File: src/rtl/lsu_axi_burst_master.sv
// lsu_axi_burst_master: splits one load/store command into AXI4 INCR bursts of at most MAX_BURST beats that never cross 4 KB
// Ports: clk/rst (async active-high); cmd_* command handshake; AW/W/B and AR/R AXI4 master channels;
//        ld_* load beats to the local buffer; st_* store beats from it; done pulse, sticky err, wfi when idle.
module lsu_axi_burst_master #(
  parameter int ID_WIDTH   = 4,
  parameter int ADDR_WIDTH = 32,
  parameter int DATA_WIDTH = 64,
  parameter int STRB_WIDTH = DATA_WIDTH / 8,
  parameter int MAX_BURST  = 16,
  parameter int LEN_WIDTH  = 12,
  parameter int AXI_ID     = 0
) (
  input  logic                  clk,
  input  logic                  rst,
  input  logic                  cmd_vld,
  output logic                  cmd_rdy,
  input  logic                  cmd_wr,
  input  logic [ADDR_WIDTH-1:0] cmd_addr,
  input  logic [LEN_WIDTH-1:0]  cmd_beats,
  output logic [ID_WIDTH-1:0]   AWID,
  output logic [ADDR_WIDTH-1:0] AWADDR,
  output logic [7:0]            AWLEN,
  output logic [2:0]            AWSIZE,
  output logic [1:0]            AWBURST,
  output logic [3:0]            AWREGION,
  output logic                  AWVALID,
  input  logic                  AWREADY,
  output logic [DATA_WIDTH-1:0] WDATA,
  output logic [STRB_WIDTH-1:0] WSTRB,
  output logic                  WLAST,
  output logic                  WVALID,
  input  logic                  WREADY,
  input  logic [ID_WIDTH-1:0]   BID,
  input  logic [1:0]            BRESP,
  input  logic                  BVALID,
  output logic                  BREADY,
  output logic [ID_WIDTH-1:0]   ARID,
  output logic [ADDR_WIDTH-1:0] ARADDR,
  output logic [7:0]            ARLEN,
  output logic [2:0]            ARSIZE,
  output logic [1:0]            ARBURST,
  output logic [3:0]            ARREGION,
  output logic                  ARVALID,
  input  logic                  ARREADY,
  input  logic [ID_WIDTH-1:0]   RID,
  input  logic [DATA_WIDTH-1:0] RDATA,
  input  logic [1:0]            RRESP,
  input  logic                  RLAST,
  input  logic                  RVALID,
  output logic                  RREADY,
  output logic [DATA_WIDTH-1:0] ld_data,
  output logic                  ld_vld,
  output logic                  ld_last,
  input  logic                  ld_rdy,
  input  logic [DATA_WIDTH-1:0] st_data,
  input  logic [STRB_WIDTH-1:0] st_strb,
  input  logic                  st_vld,
  output logic                  st_rdy,
  output logic                  done,
  output logic                  err,
  output logic                  wfi
);
  localparam int SZ = $clog2(STRB_WIDTH);
  typedef enum logic [2:0] {IDLE, RD_ADDR, RD_DATA, WR_ADDR, WR_DATA, WR_RESP, DONE} state_t;
  state_t state_q, state_d;
  logic [ADDR_WIDTH-1:0] addr_q, addr_d, cmd_addr_al;
  logic [LEN_WIDTH-1:0]  rem_q, rem_d;
  logic [7:0]            len_q, len_d, beat_q, beat_d, next_len;
  logic                  err_q, err_d, last_beat, more, ax_hs, unused;
  // Beats of the next burst minus one: limited by what is left, MAX_BURST and the distance to the 4 KB page end.
  function automatic logic [7:0] len_of(input logic [ADDR_WIDTH-1:0] a, input logic [LEN_WIDTH-1:0] r);
    logic [12:0] page;
    int b;
    page = (13'd4096 - {1'b0, a[11:0]}) >> SZ;
    b = int'(r);
    if (b > MAX_BURST) b = MAX_BURST;
    if (b > int'(page)) b = int'(page);
    return 8'(b - 1);
  endfunction
  assign cmd_addr_al = {cmd_addr[ADDR_WIDTH-1:SZ], SZ'(0)};
  assign last_beat   = beat_q == len_q;
  assign more        = rem_q != '0;
  assign next_len    = more ? len_of(addr_q, rem_q) : len_q;
  assign ax_hs       = (state_q == RD_ADDR && ARREADY) || (state_q == WR_ADDR && AWREADY);
  assign unused      = ^{BID, RID, cmd_addr[SZ-1:0]};
  assign AWID     = ID_WIDTH'(AXI_ID);
  assign ARID     = ID_WIDTH'(AXI_ID);
  assign AWADDR   = addr_q;
  assign ARADDR   = addr_q;
  assign AWLEN    = len_q;
  assign ARLEN    = len_q;
  assign AWSIZE   = 3'(SZ);
  assign ARSIZE   = 3'(SZ);
  assign AWBURST  = 2'b01;
  assign ARBURST  = 2'b01;
  assign AWREGION = '0;
  assign ARREGION = '0;
  assign AWVALID  = state_q == WR_ADDR;
  assign ARVALID  = state_q == RD_ADDR;
  assign WDATA    = st_data;
  assign WSTRB    = st_strb;
  assign WVALID   = state_q == WR_DATA && st_vld;
  assign WLAST    = state_q == WR_DATA && last_beat;
  assign st_rdy   = state_q == WR_DATA && WREADY;
  assign BREADY   = state_q == WR_RESP;
  assign RREADY   = state_q == RD_DATA && ld_rdy;
  assign ld_data  = RDATA;
  assign ld_vld   = state_q == RD_DATA && RVALID;
  assign ld_last  = ld_vld && last_beat && !more;
  assign cmd_rdy  = state_q == IDLE;
  assign wfi      = state_q == IDLE;
  assign done     = state_q == DONE;
  assign err      = err_q;
  always_comb begin
    state_d = state_q;
    addr_d  = addr_q;
    rem_d   = rem_q;
    len_d   = len_q;
    beat_d  = beat_q;
    err_d   = err_q;
    case (state_q)
      IDLE: if (cmd_vld) begin
        addr_d  = cmd_addr_al;
        rem_d   = cmd_beats;
        err_d   = 1'b0;
        len_d   = cmd_beats == '0 ? len_q : len_of(cmd_addr_al, cmd_beats);
        state_d = cmd_beats == '0 ? DONE : cmd_wr ? WR_ADDR : RD_ADDR;
      end
      RD_ADDR, WR_ADDR: if (ax_hs) begin
        addr_d  = addr_q + ADDR_WIDTH'((32'(len_q) + 32'd1) << SZ);
        rem_d   = rem_q - LEN_WIDTH'(32'(len_q) + 32'd1);
        beat_d  = '0;
        state_d = state_q == RD_ADDR ? RD_DATA : WR_DATA;
      end
      RD_DATA: if (RVALID && ld_rdy) begin
        // RLAST is checked against our own beat count, not trusted to end the burst.
        err_d  = err_q | (RRESP != 2'b00) | (RLAST != last_beat);
        beat_d = beat_q + 8'd1;
        if (last_beat) begin
          state_d = more ? RD_ADDR : DONE;
          len_d   = next_len;
        end
      end
      WR_DATA: if (st_vld && WREADY) begin
        beat_d = beat_q + 8'd1;
        if (last_beat) state_d = WR_RESP;
      end
      WR_RESP: if (BVALID) begin
        err_d   = err_q | (BRESP != 2'b00);
        state_d = more ? WR_ADDR : DONE;
        len_d   = next_len;
      end
      default: state_d = IDLE;
    endcase
  end
  always_ff @(posedge clk or posedge rst) begin
    if (rst) begin
      state_q <= IDLE;
      addr_q  <= '0;
      rem_q   <= '0;
      len_q   <= '0;
      beat_q  <= '0;
      err_q   <= 1'b0;
    end else begin
      state_q <= state_d;
      addr_q  <= addr_d;
      rem_q   <= rem_d;
      len_q   <= len_d;
      beat_q  <= beat_d;
      err_q   <= err_d;
    end
  end
endmodule
File: config.mk
export PLATFORM = sky130hd
export DESIGN_NAME = lsu_axi_burst_master
export DESIGN_NICKNAME = d
export VERILOG_FILES = /design/src/rtl/lsu_axi_burst_master.sv
export SDC_FILE = /design/constraint.sdc
export NUM_CORES = 1
export LEC_CHECK = 0
export CAP_MARGIN = 20
export CORE_AREA = 2 2 177 179
export CTS_CLUSTER_DIAMETER = 120
export DETAILED_ROUTE_END_ITERATION = 8
export DIE_AREA = 0 0 179 181
export GPL_ROUTABILITY_DRIVEN = 0
export HOLD_SLACK_MARGIN = 0.15
export SLEW_MARGIN = 20
export SYNTH_ARGS = -nofsm -noshare
export SYNTH_HDL_FRONTEND = slang
export SYNTH_SLANG_ARGS = --single-unit
File: constraint.sdc
create_clock -name clk -period 4.35 [get_ports clk]
set_input_delay 0.435 -clock clk [delete_from_list [all_inputs] [get_ports clk]]
set_output_delay 0.435 -clock clk [all_outputs]
set_load 0.01 [all_outputs]
## Yosys cells after proc, flatten, opt, wreduce, memory -nomap -nowiden

Cells that the tools add are included.

- $add $sub $neg: 8
- Multipliers: 0
- Divide/modulo/power cells: 0
- $lt $le $gt $ge: 4
- Eq/ne operators: 16
- Shifts and indexed selects: 0
- Mux-type cells: 42
- Bitwise gates (word level): 3
- Reductions and logical operators: 27

Operators with widths:

| kind | number |
|---|---|
| $mux 32 | 4 |
| $mux 8 | 13 |
| $pmux 32 s2 | 1 |
| $mux 12 | 4 |
| $pmux 8 s3 | 2 |
| $mux 3 | 11 |
| $add 32x32->32 | 1 |
| $gt 32x11->1 | 1 |
| $sub 13x12->13 const A | 2 |
| $gt 12x5->1 const B | 2 |
| $pmux 12 s2 | 1 |
| $sub 8x2->8 const B | 2 |
| $pmux 3 s5 | 1 |
| $gt 12x10->1 | 1 |
| $logic_not 12->1 | 1 |
| $ne 2x2->1 const B | 6 |
| $reduce_bool 12->1 | 1 |
| $sub 12x9->12 | 1 |
| $logic_and 1x1->1 | 11 |
| $add 8x1->9 const B | 1 |
| $eq 3x3->1 const B | 3 |
| $add 8x1->8 const B | 1 |
| $eq 8x8->1 | 1 |
| $reduce_and 4->1 | 2 |
| 17 further kinds | 26 |

- Flip-flop bits (word level): 64
- Latch bits: 0
- RAM bits: 0
- Memory bits (read-only): 0
- Input bits: 204
- Output and inout bits: 255
- Logic and storage cells: 106
- Memories kept: 0

## Logic depth before layout (Yosys ltp)

- Word-level depth: 12
- Depth in mapped cells: 17
- Mapped depth without buffers: 17

## Least setup slack after synthesis

Ideal clock, no wire load.

- Path type: reg-to-reg
- Start: register addr_q[7], in the netlist ARADDR[7]
- End: register len_q[7], in the netlist ARLEN[7]
- Setup time: 0.125 ns
- Data arrival time: 3.696 ns
- Data required time: 4.225 ns
- Slack: 0.528 ns
- Cell stages (with the launch flop): 16
- Path buffers: 0
- Period minus slack after synthesis: 3.822 ns
- Cells stage by stage: dfrtp_1 or3_1 or2_2 nor3_1 nand2_1 xnor2_1 ha_1 nand4_1 nor2_1 a211oi_1 nand2_1 a221o_1 a222oi_1 nand4_1 xor2_1 mux2_4

- Longest elaborated chain between the ends: 8
- Elaborated cells between the ends (all ways): 9
- Those cells by class: add/sub: 2; order compare: 1; mux: 6

Ends and longest elaborated chain:

| element | line | text |
|---|---|---|
| start, declared | 66 | `logic [ADDR_WIDTH-1:0] addr_q, addr_d, cmd_addr_al;` |
| start signal, assigned | 166 | `addr_q <= addr_d;` |
| $sub 13x12->13 (*) | 74 | `page = (13'd4096 - {1'b0, a[11:0]}) >> SZ;` |
| $gt 12x10->1 | 77 | `if (b > int'(page)) b = int'(page);` |
| $mux 8 (*) | 77 |  |
| $sub 8x2->8 (*) | 78 | `return 8'(b - 1);` |
| $mux 8 (*) | 83 | `assign next_len = more ? len_of(addr_q, rem_q) : len_q;` |
| $mux 8 | 139 | `if (last_beat) begin` |
| $mux 8 | 135 | `RD_DATA: if (RVALID && ld_rdy) begin` |
| $pmux 8 s3 (*) | 121 | `case (state_q)` |
| end signal, assigned | 168 | `len_q <= len_d;` |
| end, declared | 68 | `logic [7:0] len_q, len_d, beat_q, beat_d, next_len;` |

Every way passes the cells marked *; elsewhere a longest branch is shown, timed or not. The select of a mux whose other input is x is not followed.
A chain may end at the register's enable or synchronous reset.

## Worst setup path after layout

- Start: input port cmd_beats[11]
- End: register len_q[7], in the netlist ARLEN[7]

- Longest elaborated chain between the ends: 12
- Elaborated cells between the ends (all ways): 15
- Those cells by class: add/sub: 1; order compare: 2; eq/ne: 1; mux: 9; reduce/logical: 2

Ends and longest elaborated chain:

| element | line | text |
|---|---|---|
| start, declared | 19 | `input logic [LEN_WIDTH-1:0] cmd_beats,` |
| $gt 12x5->1 | 76 | `if (b > MAX_BURST) b = MAX_BURST;` |
| $mux 12 | 76 |  |
| $mux 32 | 122 | `IDLE: if (cmd_vld) begin` |
| $mux 32 | 121 |  |
| $gt 32x11->1 | 77 |  |
| $mux 8 | 77 |  |
| $mux 8 | 122 |  |
| $mux 8 | 121 |  |
| $sub 8x2->8 | 78 |  |
| $mux 8 | 126 | `len_d = cmd_beats == '0 ? len_q : len_of(cmd_addr_al, cmd_beats);` |
| $mux 8 | 122 |  |
| $pmux 8 s3 | 121 |  |

Parallel ways exist; a longest one is shown, timed or not. The select of a mux whose other input is x is not followed.

==> summary.txt <==
Post-Place Worst Slack = -0.0155 ns
Async SR Flop Fraction = 100%
simple-gate share of the synthesized area = 18.1%
core area = 0.0303 mm^2
crit path kind = input port to flop
final worst-path cycle share = 93.3%
number of synthesized flops with an enable pin = 0
Post-Route Setup TNS = 0 ns
main combinational cell family by area after synthesis = buffers and inverters
Num Clock Sinks = 61
HPWL after DPL = 17.7 mm
PnR worst setup slack = 0.290 ns
placed cell count = 1304
Worst-Margin Slew = 0.796 ns
ratio of cells with drive above 1 in the final layout = 7.35%
vias in the first global route = 5972
Final Hold Fails = 0
worst clock skew = 0.00735 ns
Relative slew margins = 46.2%
Switch Pwr = 3050 uW
largest net degree at the start of global routing = 47
Yosys cell types = 70
register area share after synthesis = 21.3%
clock slew at reported path FFs = 0.05 ns
CP startpoint kind = input port
Yosys warnings = 0
Final min period = 4.06 ns
input/output buffers = 143
vias post-DR = 6289
status = complete, no violations
post-synthesis compound-gate area fraction = 20.0%
pwr/cell area = 780 mW/mm^2
area delta synth->final = 13.4%
initial antenna violation count = 2
first-pass GRT wire length = 33.6 mm
die width = 179 um
leak pwr = 0.00341 uW
DRT antenna net count = 0
CTS tree = yes
Reg power frac = 19.4%
I/O Pins = 459
WP data required = 4.57 ns
critical path endpoint category = flop
Via-to-Cell Ratio = 4.76
Logic pwr share = 69.9%
mux cell area share after synthesis = 1.06%
RSZ-0062 raised after global routing = false
highest clock rate = 0.246 GHz
Synth Area in Adders = 8.24%
Initial DRT Pass Iterations = 5
post-synthesis cell count = 931
Yosys reg bits = 61
Max FO, Critical Path = 8
post-synthesis xor/xnor area fraction = 5.50%
starting density of the core = 23.6%
internal power = 3300 uW
clock buffer count from CTS = 9
Final Non-Filler Cells = 1322
VDD IR-drop max = 0.251 mV
Final #Nets = 1170
Fin Hold WS = 0.431 ns
Die Ht = 181 um
Total GRT Usage = 13.4%
final setup vio count = 0
top_reg_cell synth = dfrtp_1
Syn Area/Cell = 7.70 um^2
final wirelength = 22.3 mm
switching share of power = 48.0%
per-cell routed wire length = 16.9 um
Max Cap Viol = 0
Row Count = 64
Post-route DRC = 0
CP Data Arrival Time = 4.28 ns
CTS root buf = clkbuf_16
Synth Cell Area = 0.00717 mm^2
die area = 0.0324 mm^2
Clock Path Buffers = 2
Hold Crit Class = input port to asynchronous set/reset pin
max-slew violation count = 0
Clk Latency, worst-skew pair = 0.33 ns
Clk network pwr share = 10.7%
grt total ovfl = 0
H-tree levels = 3
initial drt markers = 434
[kinds of logic after synthesis]
kind of cell | count (synthesis)
XOR/XNOR | 45
other | 2
buffers and inverters | 280
AND/OR/NAND/NOR | 271
adder cells (fa/ha/maj) | 46
multiplexers | 7
flip-flops | 61
AO/OA/AOI/OAI | 219
[flip-flops by register name, indices dropped and copies added (netlist names)]
signal / count
ARADDR: 29
rem_q: 12
ARLEN: 8
beat_q: 8
state_q: 3
err: 1
[worst max-delay path, cell delays in order]
cell and delay, ns:
clkdlybuf4s50_1 0.43, nor4_1 0.45, nand2_1 0.22, a21oi_1 0.27, and2_1 0.19, ha_1 0.24
nor2b_1 0.13, o21a_1 0.17, o21a_1 0.20, o21a_1 0.31, mux2i_1 0.18, a222oi_1 0.35
buf_4 0.18, nand4_1 0.10, xor2_1 0.16, mux2_4 0.26
[power groups by stage]
stage	clock [uW]	sequential [uW]	combinational (uW)
2_1_floorplan	0	1180	3170
4_1_cts	706	1250	4440
5_1_grt	729	1300	4940
3_5_place_dp	0	1260	4430
3_3_place_gp	0	1250	4350
6_report	681	1230	4430
[layout make-up]
class | count | area, um^2
Antenna cell | 1 | 2.50
Clock buffer | 12 | 246
Clock inverter | 4 | 33.8
Fill cell | 3244 | 22200
Inverter | 39 | 146
Multi-Input combinational cell | 630 | 3970
Sequential cell | 61 | 1530
Tap cell | 396 | 495
Timing Repair Buffer | 179 | 1700
[per-layer routing]
metal | vias up | GRT usage [%] | part of all wire (%)
met2 | 247 | 21.7 | 47
met5 | - | 0 | 0.049
met1 | 2974 | 16.3 | 42
met3 | 81 | 4.04 | 7.1
met4 | 2 | 6.02 | 3.6
li1 | 2985 | - | -
[through the flow]
step | total power (uW) | util [%] | instance area [um^2]
finish | 6340 | 26.8 | 8130
global route | 6970 | 26.8 | 8130
CTS | 6400 | 26.7 | 8110
detailed placement | 5680 | 25.8 | 7830
global placement | 5600 | 25.8 | 7830
floorplan | 4350 | - | 7320
[cells in the final DEF, fill, tap and decap left out, drive strengths merged, types with 6 or more instances in the layout]
master         instances
clkdlybuf4s50        143
o211ai                 8
and3                  16
ha                    44
a311oi                 7
a21o                   6
o22ai                  9
nor4                   7
nand2                 71
buf                   36
o21a                   9
nor2b                  7
and2                  13
xor2                  25
a211oi                 6
inv                   39
clkbuf                12
nand4                  7
dfrtp                 61
a31oi                 12
nand3                 30
o21ai                 48
nor3                  20
xnor2                 20
nor2                  78
a21oi                 63
o31ai                  7
conb                  42
[cells in the mapped netlist (all sizes together), types with 6 or more instances]
cell type | number | area share, %
clkbuf | 27 | 1.4
a31oi | 12 | 1.0
o31ai | 7 | 0.73
nor2 | 78 | 4.3
o21a | 9 | 0.94
a21oi | 63 | 4.4
a21o | 6 | 0.63
a311oi | 7 | 0.86
nor2b | 7 | 0.61
a211oi | 6 | 0.63
buf | 214 | 22
inv | 39 | 2.0
nand4 | 7 | 0.61
o211ai | 8 | 0.84
o22ai | 9 | 0.79
nor3 | 20 | 1.4
xnor2 | 20 | 2.4
and3 | 16 | 1.4
xor2 | 25 | 3.1
nor4 | 7 | 0.61
nand3 | 30 | 2.1
dfrtp | 61 | 21
ha | 44 | 7.7
nand2 | 71 | 3.7
o21ai | 48 | 3.4
and2 | 13 | 1.1
[repair_timing]
action                                  CTS  global route
hold buffers                              0             0
buffers inserted                          0             1
endpoints found under the setup margin    0             3
gates resized for setup                   0             1
[final timing paths]
check / end / slack [ns] / from / cells after the start
worst max-delay path: ARLEN[7]$_DFFE_PP0P_ / 0.29 / cmd_beats[11] / 16
worst min-delay path: state_q[2]$_DFFE_PP0P_ / 0.43 / rst / 2
worst max register to register: ARLEN[7]$_DFFE_PP0P_ / 0.36 / ARADDR[7]$_DFFE_PP0P_ / 14
worst min register to register: beat_q[6]$_DFFE_PP0P_ / 0.52 / beat_q[6]$_DFFE_PP0P_ / 1
max in group asynchronous: ARADDR[16]$_DFFE_PP0P_ / 2.94 / rst / 3
min in group clk: beat_q[6]$_DFFE_PP0P_ / 0.52 / beat_q[6]$_DFFE_PP0P_ / 1
Power figures use the tool's default switching activity.
